### src/rtl/kf8237_bus_cycle_sequencer.sv
// kf8237_bus_cycle_sequencer
//
// DMA bus-cycle state machine for the KF8237. It accepts a granted channel,
// runs the HRQ/HLDA handshake, steps through S0..S4 (plus SW wait states, or
// SC for cascade), and drives AEN/ADSTB, the address bytes and the
// memory/IO strobes. It also returns the next_word pulse that advances the
// upstream address/count register stage.
//
// State updates on the falling edge of clock. The reset is asynchronous and
// active-high.
//
// Optional feature macro: KF8237_EXTENDED_WRITE_EN. When it is defined, the
// write strobe (io_write / memory_write) starts in S2, together with the read
// strobe, rather than in S3.
//
// Ports:
//   clock, reset              system clock (negedge active), async reset
//   start_transfer            grant pulse; accepted only in SI
//   transfer_type[1:0]        00 verify, 01 write (IO->mem), 10 read (mem->IO), 11 verify
//   transfer_mode[1:0]        00 demand, 01 single, 10 block, 11 cascade
//   dreq_active               DREQ of the granted channel
//   hold_acknowledge          HLDA
//   ready                     wait-state request, sampled in S3 and SW
//   external_end_of_process   EOP input, sampled in S1..SW
//   transfer_address[15:0]    current address from the register stage
//   update_high_address       high byte changes on this advance (valid with next_word)
//   underflow                 word-count borrow (valid with next_word)
//   hold_request              HRQ
//   dma_acknowledge           DACK
//   address_enable            AEN
//   address_strobe            ADSTB
//   output_address_low[7:0]   low address byte while AEN, else 0
//   output_high_address[7:0]  high address byte as latched in S1
//   output_high_address_enable  drive the high byte onto the data bus (S1)
//   memory_read, memory_write, io_read, io_write   active-high strobes
//   next_word                 one-cycle advance pulse (S4)
//   end_of_process            one-cycle pulse after a TC- or EOP-terminated service
//   transfer_done             one-cycle pulse after any service ends
//   bus_state[2:0]            current state, for observation
//
// Handshake: start_transfer is a single-cycle request. It is taken only when
// bus_state is SI; while the sequencer is busy, it is ignored and not queued.
// next_word is a one-cycle strobe with no back-pressure. update_high_address
// and underflow are trusted only during that cycle.
module kf8237_bus_cycle_sequencer (
    input  logic        clock,
    input  logic        reset,
    input  logic        start_transfer,
    input  logic [1:0]  transfer_type,
    input  logic [1:0]  transfer_mode,
    input  logic        dreq_active,
    input  logic        hold_acknowledge,
    input  logic        ready,
    input  logic        external_end_of_process,
    input  logic [15:0] transfer_address,
    input  logic        update_high_address,
    input  logic        underflow,
    output logic        hold_request,
    output logic        dma_acknowledge,
    output logic        address_enable,
    output logic        address_strobe,
    output logic [7:0]  output_address_low,
    output logic [7:0]  output_high_address,
    output logic        output_high_address_enable,
    output logic        memory_read,
    output logic        memory_write,
    output logic        io_read,
    output logic        io_write,
    output logic        next_word,
    output logic        end_of_process,
    output logic        transfer_done,
    output logic [2:0]  bus_state
);

    typedef enum logic [2:0] {
        SI = 3'd0,
        S0 = 3'd1,
        S1 = 3'd2,
        S2 = 3'd3,
        S3 = 3'd4,
        SW = 3'd5,
        S4 = 3'd6,
        SC = 3'd7
    } state_t;

    localparam logic [1:0] MODE_DEMAND  = 2'b00;
    localparam logic [1:0] MODE_SINGLE  = 2'b01;
    localparam logic [1:0] MODE_CASCADE = 2'b11;
    localparam logic [1:0] TYPE_WRITE   = 2'b01;
    localparam logic [1:0] TYPE_READ    = 2'b10;

    state_t     state, state_next;
    logic       need_s1, need_s1_next;
    logic       eop_latch, eop_latch_next;
    logic       eop_pulse_next, done_pulse_next;
    logic [7:0] high_latch;
    logic [1:0] cur_type, cur_mode;
    logic       in_cycle;
    logic       read_window, late_window, write_window;
    logic       is_read, is_write;

    // Type and mode are captured at the grant. This keeps every output a
    // decode of registered state for the whole service.
    always_ff @(negedge clock or posedge reset) begin
        if (reset) begin
            state          <= SI;
            need_s1        <= 1'b0;
            eop_latch      <= 1'b0;
            high_latch     <= 8'h00;
            cur_type       <= 2'b00;
            cur_mode       <= 2'b00;
            end_of_process <= 1'b0;
            transfer_done  <= 1'b0;
        end else begin
            state          <= state_next;
            need_s1        <= need_s1_next;
            eop_latch      <= eop_latch_next;
            end_of_process <= eop_pulse_next;
            transfer_done  <= done_pulse_next;
            if (state == SI && start_transfer) begin
                cur_type <= transfer_type;
                cur_mode <= transfer_mode;
            end
            if (state == S1) begin
                high_latch <= transfer_address[15:8];
            end
        end
    end

    assign in_cycle = (state == S1) || (state == S2) || (state == S3) || (state == SW);

    always_comb begin
        state_next      = state;
        need_s1_next    = need_s1;
        eop_latch_next  = eop_latch;
        eop_pulse_next  = 1'b0;
        done_pulse_next = 1'b0;
        case (state)
            SI: begin
                eop_latch_next = 1'b0;
                if (start_transfer) state_next = S0;
            end
            S0: begin
                // The first transfer of a service always issues the high byte.
                need_s1_next = 1'b1;
                if (hold_acknowledge) state_next = (cur_mode == MODE_CASCADE) ? SC : S1;
            end
            S1: state_next = S2;
            S2: state_next = S3;
            S3: state_next = ready ? S4 : SW;
            SW: state_next = ready ? S4 : SW;
            S4: begin
                need_s1_next = update_high_address;
                if (underflow || eop_latch || (cur_mode == MODE_SINGLE) ||
                    ((cur_mode == MODE_DEMAND) && !dreq_active)) begin
                    state_next      = SI;
                    done_pulse_next = 1'b1;
                    eop_pulse_next  = underflow || eop_latch;
                end else begin
                    state_next = need_s1_next ? S1 : S2;
                end
            end
            SC: begin
                if (!dreq_active) begin
                    state_next      = SI;
                    done_pulse_next = 1'b1;
                end
            end
            default: state_next = SI;
        endcase

        if (in_cycle && external_end_of_process) eop_latch_next = 1'b1;

        // Losing the bus mid-cycle abandons the transfer. There is no advance
        // and no EOP, but the service is still reported as finished.
        if (in_cycle && !hold_acknowledge) begin
            state_next      = SI;
            done_pulse_next = 1'b1;
            eop_pulse_next  = 1'b0;
        end
    end

    // Strobes stay asserted through S4, so the data phase completes at the
    // S4 edge. The read strobe opens in S2 and the write strobe opens in S3.
    assign read_window = (state == S2) || (state == S3) || (state == SW) || (state == S4);
    assign late_window = (state == S3) || (state == SW) || (state == S4);
`ifdef KF8237_EXTENDED_WRITE_EN
    assign write_window = read_window;
`else
    assign write_window = late_window;
`endif

    assign is_read  = (cur_type == TYPE_READ);
    assign is_write = (cur_type == TYPE_WRITE);

    always_comb begin
        hold_request               = (state != SI);
        address_enable             = in_cycle || (state == S4);
        dma_acknowledge            = address_enable || (state == SC);
        address_strobe             = (state == S1);
        output_high_address_enable = (state == S1);
        output_address_low         = address_enable ? transfer_address[7:0] : 8'h00;
        output_high_address        = (state == S1) ? transfer_address[15:8] : high_latch;
        memory_read                = is_read  && read_window;
        io_write                   = is_read  && write_window;
        io_read                    = is_write && read_window;
        memory_write               = is_write && write_window;
        next_word                  = (state == S4);
        bus_state                  = state;
    end

endmodule

### config.mk
export PLATFORM = sky130hd
export DESIGN_NAME = kf8237_bus_cycle_sequencer
export DESIGN_NICKNAME = d
export VERILOG_FILES = /design/src/rtl/kf8237_bus_cycle_sequencer.sv
export SDC_FILE = /design/constraint.sdc
export NUM_CORES = 1
export LEC_CHECK = 0
export ABC_AREA = 1
export CAP_MARGIN = 20
export CELL_PAD_IN_SITES_DETAIL_PLACEMENT = 2
export CELL_PAD_IN_SITES_GLOBAL_PLACEMENT = 2
export CORE_MARGIN = 2
export CORE_UTILIZATION = 20
export CTS_BUF_LIST = sky130_fd_sc_hd__clkbuf_16
export DETAILED_ROUTE_END_ITERATION = 8
export PLACE_DENSITY = 0.93
export SLEW_MARGIN = 20
export SYNTH_ARGS = -nofsm -noshare
export SYNTH_HDL_FRONTEND = slang
export SYNTH_SLANG_ARGS = --single-unit
### constraint.sdc
create_clock -name clock -period 5.41 [get_ports clock]
set_input_delay 1.623 -clock clock [delete_from_list [all_inputs] [get_ports clock]]
set_output_delay 1.623 -clock clock [all_outputs]
set_load 0.03 [all_outputs]
# Yosys cells after proc, flatten, opt, wreduce, memory -nomap -nowiden
# Cells that the tools add are included.
dict set report totals {
  out_inout_bits 31
  register_bits 18
  wordCells 70
  input_bits 29
}
dict set report classes {
  n_eq_ne 14
  reduce_logical 29
  mux 20
}
# op n
set ops {}
lappend ops {{$pmux W3 S7} 1}
lappend ops {{$mux W8} 2}
lappend ops {{$mux W3} 5}
lappend ops {{$logic_or A1 B1 Y1} 13}
lappend ops {{$eq A3 B3 Y1 const B} 4}
lappend ops {{$mux W1} 9}
lappend ops {{$logic_and A1 B1 Y1} 8}
lappend ops {{$eq A3 B2 Y1 const B} 2}
lappend ops {{$ne A3 B3 Y1 const B} 2}
lappend ops {{$eq A2 B1 Y1 const B} 2}
lappend ops {{$eq A2 B2 Y1 const B} 2}
lappend ops {{$mux W2} 2}
lappend ops {{$eq A3 B1 Y1 const B} 1}
lappend ops {{$logic_not A3 Y1} 1}
lappend ops {{$ne A3 B2 Y1 const B} 1}
lappend ops {{$reduce_and A3 Y1} 1}
lappend ops {{$reduce_bool A3 Y1} 1}
lappend ops {{$logic_not A1 Y1} 2}
lappend ops {{$logic_not A2 Y1} 1}
lappend ops {{$pmux W1 S2} 1}
lappend ops {{$reduce_bool A2 Y1} 1}
lappend ops {{$reduce_or A2 Y1} 1}

# Depth between registers and ports, before layout
# Gate-level depths: netlist of the first run.
dict set report logic_depth {
  ltp_word 7
  depth_mapped 10
  mapped_depth_nobuf 9
}

==> flow_metrics.env, run 1 <==
export IMPL_leakagePower_nw=1.29
export IMPL_crit_type="flop to output pin"
export IMPL_p_clk_share_pct=9.8
export IMPL_setup_slack_ps=-675
export IMPL_grt_usage_pct=22.6
export IMPL_ios=60
export IMPL_final_area_um2=2480
export IMPL_synth_top_area_share_pct=42.5
export IMPL_skew_ps=1.92
export IMPL_post_synth_top_area_cell="dfrtn_1"
export IMPL_final_common_cell="buf_6"
export IMPL_rsz0062_at_grt="yes"
export IMPL_worstPathRequired_ps=3790
export IMPL_wl_per_cell_um=21.7
export IMPL_yosys_register_bits=18
export IMPL_finalSetupTns_ps=-14970
export IMPL_n_fill_cell=556
export IMPL_num_vias=1420
export IMPL_critical_path_arrival_ps=4460
export IMPL_yosys_warnings=0
export IMPL_comb_power_share_pct=75.3
export IMPL_synth_area_leaders="dfrtn_1, nand2_1, inv_1"
export IMPL_clk_latency_ps=290
export IMPL_avgSynthCellArea_um2=6.93
export IMPL_antenna_found_initial=0
export IMPL_crit_slowest_cell="dfrtn_1"
export IMPL_cpMostUsedCell="buf_6"
export IMPL_die_y_um=76.8
export IMPL_synthToLayoutAreaGrowth_pct=134
export IMPL_peakVddDrop_v=0.000217
export IMPL_powerDensity_nw_per_um2=671
export IMPL_critPathLaunchType="flop"
export IMPL_diodes=0
export IMPL_hold_viol_final=0
export IMPL_grt_pass1_wl_um=9950
export IMPL_seq_area_frac_synth_pct=42.5
export IMPL_pwr_share_seq_pct=14.8
export IMPL_drt_pass1_iter_count=4
export IMPL_cts_buffers=3
export IMPL_via_per_inst=4.38
export IMPL_clkSinkCount=18
export IMPL_synth_area_um2=1060
export IMPL_path_max_fanout=3
export IMPL_slew_limit_headroom_pct=78.4
export IMPL_power_switching_uw=837
export IMPL_cts_tree="done"
export IMPL_rows=26
export IMPL_core_area_um2=5110
export IMPL_globalRouteOverflowTotal=0
export IMPL_gp_congestion=0.740
export IMPL_post_dp_cell_area_um2=2120
export IMPL_netlist_instances=153
export IMPL_dieArea_um2=5900
export IMPL_p_sw_share_pct=50.4
export IMPL_cts_path_max_buffers=2
export IMPL_grt_pass1_vias=1575
export IMPL_port_buffers=59
export IMPL_clk_pin_slew_ps=40
export IMPL_hp_class="flop to flop"
export IMPL_root_buffer="clkbuf_16"
export IMPL_htreeDepth=1
export IMPL_drv_slew=0
export IMPL_outcome="finished, violations left"
export IMPL_end_kind="output pin"
export IMPL_drt_iter0_drc=50
export IMPL_violations="negative setup slack"
export IMPL_maxCapViolCount=0
export IMPL_synth_nets=185
export IMPL_total_power_mw=1.66
export IMPL_layout_drive_gt1_share_pct=48.4
export IMPL_drt_wl_total_um=7040
export IMPL_synthDistinctLibCells=23
export IMPL_dp_hpwl_um=4300
export IMPL_slowest_delay_ps=480
export IMPL_hold_buffers=0
export IMPL_intPower_uw=825
export IMPL_die_w_um=76.8
export IMPL_final_cell_mix="buf_6, buf_4, nand2_1, clkdlybuf4s50_1, inv_1"
export IMPL_report_final_setup_viol=29
export IMPL_start_util_pct=20.8
export IMPL_critical_path_cell_chain="inv_2 > ha_4 > inv_4 > nand2_8 > clkinvlp_4 > buf_6 > nor2_4 > buf_6"
export IMPL_grt_max_degree=19
export IMPL_ant_nets=0
export IMPL_final_nets=287
export IMPL_worst_slew_pin_slew_ps=323
export IMPL_drt_drc_violations_left=0
-- cells in the mapped netlist, drive strengths merged --
cell and n:
nor3 1, a21oi 5, nor2 24, o21ai 1, inv 31, ha 3, o22ai 1, nand4 2
or2 1, dfrtn 18, a211oi 2, clkinv 1, buf 3, nand3 10, nand3b 1, nand2 47
o211ai 2
-- area by class of cell --
| cell class | count | area, um2 | share of cell area (%) |
|---|---|---|---|
| clock buffer | 3 | 75.1 | 3.03 |
| sequential | 18 | 450 | 18.2 |
| clock inverter | 1 | 3.75 | 0.151 |
| timing repair buffer | 100 | 973 | 39.3 |
| inverter | 32 | 159 | 6.41 |
| tap | 70 | 87.6 | 3.53 |
| multi-input combinational | 100 | 729 | 29.4 |
-- state kept, by name, summed over array words and instances, names as in the netlist --
register,count
eop_latch,1
cur_type,2
bus_state,3
high_latch,8
cur_mode,2
transfer_done,1
end_of_process,1
-- power groups by stage --
| stage | Clock, mW | Sequential [mW] | Combinational [mW] |
|---|---|---|---|
| after CTS | 0.163 | 0.235 | 1.12 |
| after global placement | 0 | 0.226 | 0.961 |
| after floorplan | 0 | 0.259 | 0.558 |
| after global routing | 0.171 | 0.251 | 1.32 |
| after detailed placement | 0 | 0.235 | 1.02 |
| final | 0.163 | 0.247 | 1.25 |
-- per-stage QoR --
stage | utilization [%] | hold WS [ps] | cells | setup slack, ps
after floorplan | - | 467 | 153 | -771
after global placement | 41.6 | 436 | 312 | -223
after detailed placement | 41.6 | 444 | 312 | -325
after CTS | 45.2 | 446 | 318 | -579
after global routing | 48.5 | 488 | 324 | -727
final | 48.5 | 458 | 324 | -675
-- per-layer routing --
| metal | part of all wire (%) | routed length (um) | GRT usage, % | vias up |
|---|---|---|---|---|
| li1 | - | - | - | 665 |
| met5 | 0 | 0 | 0 | - |
| met4 | 2.9 | 204 | 8.00 | 0 |
| met1 | 41 | 2880 | 27.5 | 707 |
| met2 | 54 | 3820 | 40.7 | 33 |
| met3 | 2.1 | 146 | 2.59 | 15 |
-- worst paths after layout --
kind                                     startpoint                  endpoint  slack (ps)  depth (start not counted)
setup / recovery           bus_state[2]$_DFFE_NP0P_     output_address_low[0]        -670                          8
hold reg to reg             high_latch[2]$_DFF_NP0_   high_latch[2]$_DFF_NP0_         460                          2
max in group asynchronous                     reset  bus_state[2]$_DFFE_NP0P_         870                          3
min in group asynchronous                     reset   high_latch[0]$_DFF_NP0_        4290                          3
setup reg to reg           bus_state[2]$_DFFE_NP0P_  bus_state[1]$_DFFE_NP0P_        3390                          9
hold / removal              high_latch[2]$_DFF_NP0_   high_latch[2]$_DFF_NP0_         460                          2
-- critical path: cells and delay by family, from the launching register on --
kind / cells / cell delay, ps
fa+ha+maj: 1 / 300
buf+inv: 5 / 530
flops: 1 / 480
simple gates: 2 / 160
-- logic make-up after synthesis --
kind of cell	Yosys count	synth area share [%]
and+or+nand+nor	86	34.2
buffers and inverters	35	13.6
DFF	18	42.5
AOI/OAI and AO/OA	11	6.25
adders and majority gates	3	3.54
-- what timing repair did --
item                       CTS  global route
setup endpoints to repair   29            33
resized for setup           22            34
pin swaps                    3            12
buffers inserted             3             8
No activity file was read; power rests on OpenSTA's default activity.
==> run 2: changes to the inputs <==
--- a/config.mk
+++ b/config.mk
@@ -13,6 +13,7 @@
 export CORE_UTILIZATION = 20
 export CTS_BUF_LIST = sky130_fd_sc_hd__clkbuf_16
 export DETAILED_ROUTE_END_ITERATION = 8
+export MAX_ROUTING_LAYER = met4
 export PLACE_DENSITY = 0.93
 export SLEW_MARGIN = 20
 export SYNTH_ARGS = -nofsm -noshare
==> run 2 against run 1 <==
Against the previous run:
- the flow still finishes with violations (negative setup slack)
- combinational power barely moved
- critical endpoint is now output_address_low[2]
- non-clock buffer count fell by 1
- worst setup slack improved by 30 ps
- core utilization rose by 0.098 points
- global-route usage rose by 0.61 points
- hold slack got worse by 6.1 ps
- first-iteration DRC count rose by 8.0%
- via count rose by 0.14%
- cell count fell by 0.31%
- sequential power fell by 3%
- count of clock-buffer cells in the layout did not move
- register-to-register slack improved by 80 ps
==> flow_metrics.env, run 2 (synthesized netlist as in run 1, its figures left out) <==
export IMPL_globalRouteOverflowTotal=0
export IMPL_hold_buffers=0
export IMPL_largest_reg_flops=8
export IMPL_cts_tree="done"
export IMPL_ant_nets=0
export IMPL_reg2reg_from="bus_state[1]$_DFFE_NP0P_"
export IMPL_synthToLayoutAreaGrowth_pct=134
export IMPL_root_buffer="clkbuf_16"
export IMPL_finalSetupTns_ps=-14600
export IMPL_ios=60
export IMPL_leakagePower_nw=1.29
export IMPL_port_buffers=59
export IMPL_post_dp_cell_area_um2=2120
export IMPL_reg2reg_depth=10
export IMPL_path_max_fanout=5
export IMPL_drt_iter0_drc=54
export IMPL_r2r_slack_ps=3470
export IMPL_worstPathRequired_ps=3790
export IMPL_hp_class="flop to flop"
export IMPL_slew_limit_headroom_pct=80.3
export IMPL_min_from="high_latch[6]$_DFF_NP0_"
export IMPL_num_vias=1422
export IMPL_powerDensity_nw_per_um2=666
export IMPL_diodes=0
export IMPL_end_kind="output pin"
export IMPL_crit_type="flop to output pin"
export IMPL_final_nets=286
export IMPL_report_final_setup_viol=29
export IMPL_rows=26
export IMPL_critical_path_arrival_ps=4430
export IMPL_final_cell_mix="buf_6, buf_4, nand2_1, clkdlybuf4s50_1, inv_1"
export IMPL_fin_util_pct=48.6
export IMPL_maxCapViolCount=0
export IMPL_die_y_um=76.8
export IMPL_outcome="finished, violations left"
export IMPL_drt_wl_total_um=6770
export IMPL_clkSinkCount=18
export IMPL_core_area_um2=5110
export IMPL_final_area_um2=2480
export IMPL_worst_slew_pin_slew_ps=294
export IMPL_hold_viol_final=0
export IMPL_die_w_um=76.8
export IMPL_critPathLaunchType="flop"
export IMPL_rr_endpoint="bus_state[1]$_DFFE_NP0P_"
export IMPL_antenna_found_initial=0
export IMPL_dp_hpwl_um=4300
export IMPL_top_register="high_latch"
export IMPL_grt_pass1_vias=1580
export IMPL_violations="negative setup slack"
export IMPL_clk_pin_slew_ps=50
export IMPL_via_per_inst=4.40
export IMPL_placed_cells=312
export IMPL_htreeDepth=1
export IMPL_drt_drc_violations_left=0
export IMPL_clk_latency_ps=290
export IMPL_cts_path_max_buffers=2
export IMPL_cts_buffers=3
export IMPL_setup_slack_ps=-645
export IMPL_whs_path_depth=2
export IMPL_total_power_mw=1.65
export IMPL_pre_cts_slack_ps=-325
export IMPL_hold_slack_ps=452
export IMPL_layout_drive_gt1_share_pct=47.8
export IMPL_skew_ps=3.41
export IMPL_dieArea_um2=5900
export IMPL_final_common_cell="buf_6"
export IMPL_rsz0062_at_grt="yes"
export IMPL_drt_pass1_iter_count=4
export IMPL_holdPathEnd="high_latch[6]$_DFF_NP0_"
export IMPL_peakVddDrop_v=0.000210
export IMPL_fin_cells=323
export IMPL_start_util_pct=20.8
export IMPL_grt_pass1_wl_um=9920
export IMPL_grt_usage_pct=23.2
export IMPL_drv_slew=0
export IMPL_wl_per_cell_um=21.0
export IMPL_grt_max_degree=19
export IMPL_gp_congestion=0.749
run 2: how the worst max path moves through the flow:
stage                                         from                       end  slack (ps)
after global routing      bus_state[2]$_DFFE_NP0P_     output_address_low[6]        -690
after CTS                 bus_state[1]$_DFFE_NP0P_     output_address_low[4]        -580
after detailed placement               dreq_active  bus_state[0]$_DFFE_NP0P_        -320
after global placement    bus_state[1]$_DFFE_NP0P_     output_address_low[6]        -220
final                     bus_state[1]$_DFFE_NP0P_     output_address_low[2]        -640
after floorplan           bus_state[2]$_DFFE_NP0P_     output_address_low[0]        -770
run 2: cell type report:
cell class | count | area (um2)
clock buffer | 3 | 75.1
inverter | 32 | 159
clock inverter | 1 | 3.75
tap | 70 | 87.6
fill | 552 | 2620
multi-input combinational | 100 | 727
sequential | 18 | 450
timing repair buffer | 99 | 981
run 2: where the power goes:
group	switching [mW]	leakage (nW)	internal, mW
logic	0.722	1.04	0.530
clock network	0.0626	0.0385	0.0989
registers	0.0390	0.217	0.201
run 2: critical path: stages, from the launching register on:
cell	delay, ps
dfrtn_1	480
inv_2	90
ha_4	290
inv_4	50
nand2_8	60
clkinvlp_4	100
buf_6	160
nor2_4	90
buf_6	130
run 2: metal layers:
metal,global-route usage [%],part of all wire [%],vias up
li1,-,-,658
met1,27.4,41,708
met2,40.8,53,40
met3,2.47,2.7,16
met4,8.00,3.8,0
met5,-,0,-
run 2: what timing repair did:
item / in CTS / in global routing
gates resized for setup: 22 / 37
pin swaps: 3 / 12
buffers inserted: 3 / 7
setup endpoints to repair: 29 / 33
==> run 3: changes to the inputs <==
--- a/config.mk
+++ b/config.mk
@@ -15,6 +15,8 @@
 export DETAILED_ROUTE_END_ITERATION = 8
 export MAX_ROUTING_LAYER = met4
 export PLACE_DENSITY = 0.93
+export SKIP_CTS_REPAIR_TIMING = 1
+export SKIP_LAST_GASP = 1
 export SLEW_MARGIN = 20
 export SYNTH_ARGS = -nofsm -noshare
 export SYNTH_HDL_FRONTEND = slang
==> run 3 against run 2 <==
Against the previous run:
- highest routed layer unchanged
- global-route usage is 2.6 points lower
- non-clock buffer count is 4 lower
- sequential power is 3% lower
- the flow still finishes with violations (negative setup slack)
- via count is 1.8% lower
- flip-flop and latch count stayed put
- core utilization is 2.9 points lower
==> flow_metrics.env, run 3 (synthesized netlist as in run 1, its figures left out) <==
export IMPL_die_y_um=76.8
export IMPL_drt_wl_total_um=5860
export IMPL_grt_use_met3_pct=2.35
export IMPL_drt_pass1_iter_count=4
export IMPL_ios=60
export IMPL_cts_path_max_buffers=2
export IMPL_critical_path_arrival_ps=4410
export IMPL_min_from="high_latch[6]$_DFF_NP0_"
export IMPL_slowest_delay_ps=440
export IMPL_drt_iter0_drc=53
export IMPL_port_buffers=59
export IMPL_report_final_setup_viol=28
export IMPL_holdPathEnd="high_latch[6]$_DFF_NP0_"
export IMPL_cts_tree="done"
export IMPL_layout_drive_gt1_share_pct=45.8
export IMPL_worstPathRequired_ps=3790
export IMPL_leakagePower_nw=1.24
export IMPL_num_vias=1397
export IMPL_final_common_cell="buf_4"
export IMPL_final_area_um2=2340
export IMPL_dp_hpwl_um=4300
export IMPL_gr_usage_met2_pct=37.7
export IMPL_cpMostUsedCell="buf_6"
export IMPL_clk_latency_ps=290
export IMPL_grt_pass1_vias=1540
export IMPL_rows=26
export IMPL_diodes=0
export IMPL_r2r_slack_ps=3610
export IMPL_outcome="finished, violations left"
export IMPL_p_sw_share_pct=49.8
export IMPL_cts_buffers=3
export IMPL_power_switching_uw=761
export IMPL_grt_max_degree=19
export IMPL_htreeDepth=1
export IMPL_dieArea_um2=5900
export IMPL_p_clk_share_pct=10.6
export IMPL_final_nets=282
export IMPL_globalRouteOverflowTotal=0
export IMPL_via_per_inst=4.38
export IMPL_pre_cts_slack_ps=-325
export IMPL_pwr_share_seq_pct=15.3
export IMPL_whs_path_depth=2
export IMPL_post_dp_cell_area_um2=2120
export IMPL_maxCapViolCount=0
export IMPL_drv_slew=0
export IMPL_top_usage_layer="met2"
export IMPL_gp_congestion=0.749
export IMPL_largest_reg_flops=8
export IMPL_worst_slew_pin_slew_ps=267
export IMPL_drt_drc_violations_left=0
export IMPL_peakVddDrop_v=0.000187
export IMPL_end_kind="output pin"
export IMPL_critPathTopFamily="buffers and inverters"
export IMPL_core_area_um2=5110
export IMPL_top_register="high_latch"
export IMPL_violations="negative setup slack"
export IMPL_crit_buf_inv=5
export IMPL_clk_pin_slew_ps=50
export IMPL_grt_usage_pct=20.6
export IMPL_wl_per_cell_um=18.4
export IMPL_synthToLayoutAreaGrowth_pct=120
export IMPL_intPower_uw=766
export IMPL_total_power_mw=1.53
export IMPL_reg2reg_depth=11
export IMPL_reg2reg_from="bus_state[1]$_DFFE_NP0P_"
export IMPL_comb_power_share_pct=74.1
export IMPL_hp_class="flop to flop"
export IMPL_powerDensity_nw_per_um2=653
export IMPL_setup_slack_ps=-623
export IMPL_slew_limit_headroom_pct=82.2
export IMPL_rr_endpoint="bus_state[0]$_DFFE_NP0P_"
export IMPL_die_w_um=76.8
export IMPL_root_buffer="clkbuf_16"
export IMPL_ant_nets=0
export IMPL_grt_pass1_wl_um=8940
export IMPL_grtUsageMet1_pct=23.1
export IMPL_rsz0062_at_grt="yes"
export IMPL_path_max_fanout=3
export IMPL_finalSetupTns_ps=-13250
export IMPL_hold_viol_final=0
export IMPL_critPathLaunchType="flop"
export IMPL_crit_type="flop to output pin"
export IMPL_skew_ps=3.88
export IMPL_clkSinkCount=18
export IMPL_critical_path_cell_chain="inv_2 > ha_4 > inv_6 > nand2_8 > clkinvlp_4 > buf_6 > nor2_4 > buf_6"
export IMPL_crit_slowest_cell="dfrtn_1"
export IMPL_start_util_pct=20.8
export IMPL_final_cell_mix="buf_4, nand2_1, clkdlybuf4s50_1, inv_1"
export IMPL_antenna_found_initial=0
-- run 3: changes by cell type in the layout (fill, tap and decap cells not counted), sizes merged --
cell / delta
clkdlybuf4s50: +1
dlymetal6s2s: -1
buf: -4
-- run 3: routing by layer --
layer / wire length [um] / vias up
met3: 142 / 8
li1: - / 654
met1: 2380 / 709
met2: 3250 / 26
met5: 0 / -
met4: 90 / 0
-- run 3: cell type report --
cell class,count,area [um2]
fillers,549,2770
repair buffers,95,866
multi-input cells,100,706
flip-flops and latches,18,450
inverters,32,149
well taps,70,87.6
clock buffers,3,75.1
clock inverters,1,3.75
-- run 3: power groups by stage --
stage               clock [mW]  combinational (mW)  sequential, mW
floorplan                    0               0.558           0.259
global placement             0               0.961           0.226
detailed placement           0                1.02           0.235
CTS                      0.163                1.04           0.233
global route             0.168                1.20           0.240
finish                   0.161                1.13           0.234
-- run 3: worst max-delay path by stage --
stage / start / end / slack (ps) / cells after the start
after floorplan: bus_state[2]$_DFFE_NP0P_ / output_address_low[0] / -770 / 6
after global placement: bus_state[1]$_DFFE_NP0P_ / output_address_low[6] / -220 / 8
after detailed placement: dreq_active / bus_state[0]$_DFFE_NP0P_ / -320 / 7
after CTS: bus_state[1]$_DFFE_NP0P_ / output_address_low[0] / -650 / 8
after global routing: bus_state[2]$_DFFE_NP0P_ / memory_write / -670 / 5
final: bus_state[1]$_DFFE_NP0P_ / output_address_low[0] / -620 / 8
-- run 3: through the flow --
step,util [%],std cells,hold WS (ps)
4_1_cts,43.1,316,446
2_1_floorplan,-,153,467
6_report,45.8,319,441
3_3_place_gp,41.6,312,436
5_1_grt,45.8,319,474
3_5_place_dp,41.6,312,444
-- run 3: worst register-to-register path: stages, from the launching register on --
cell	delay, ps
dfrtn_1	440
inv_2	60
buf_4	130
ha_1	220
inv_1	130
buf_4	130
or2_2	100
nand2_1	80
nor2_1	120
nand2_1	80
nor2_1	110
nor2_1	40
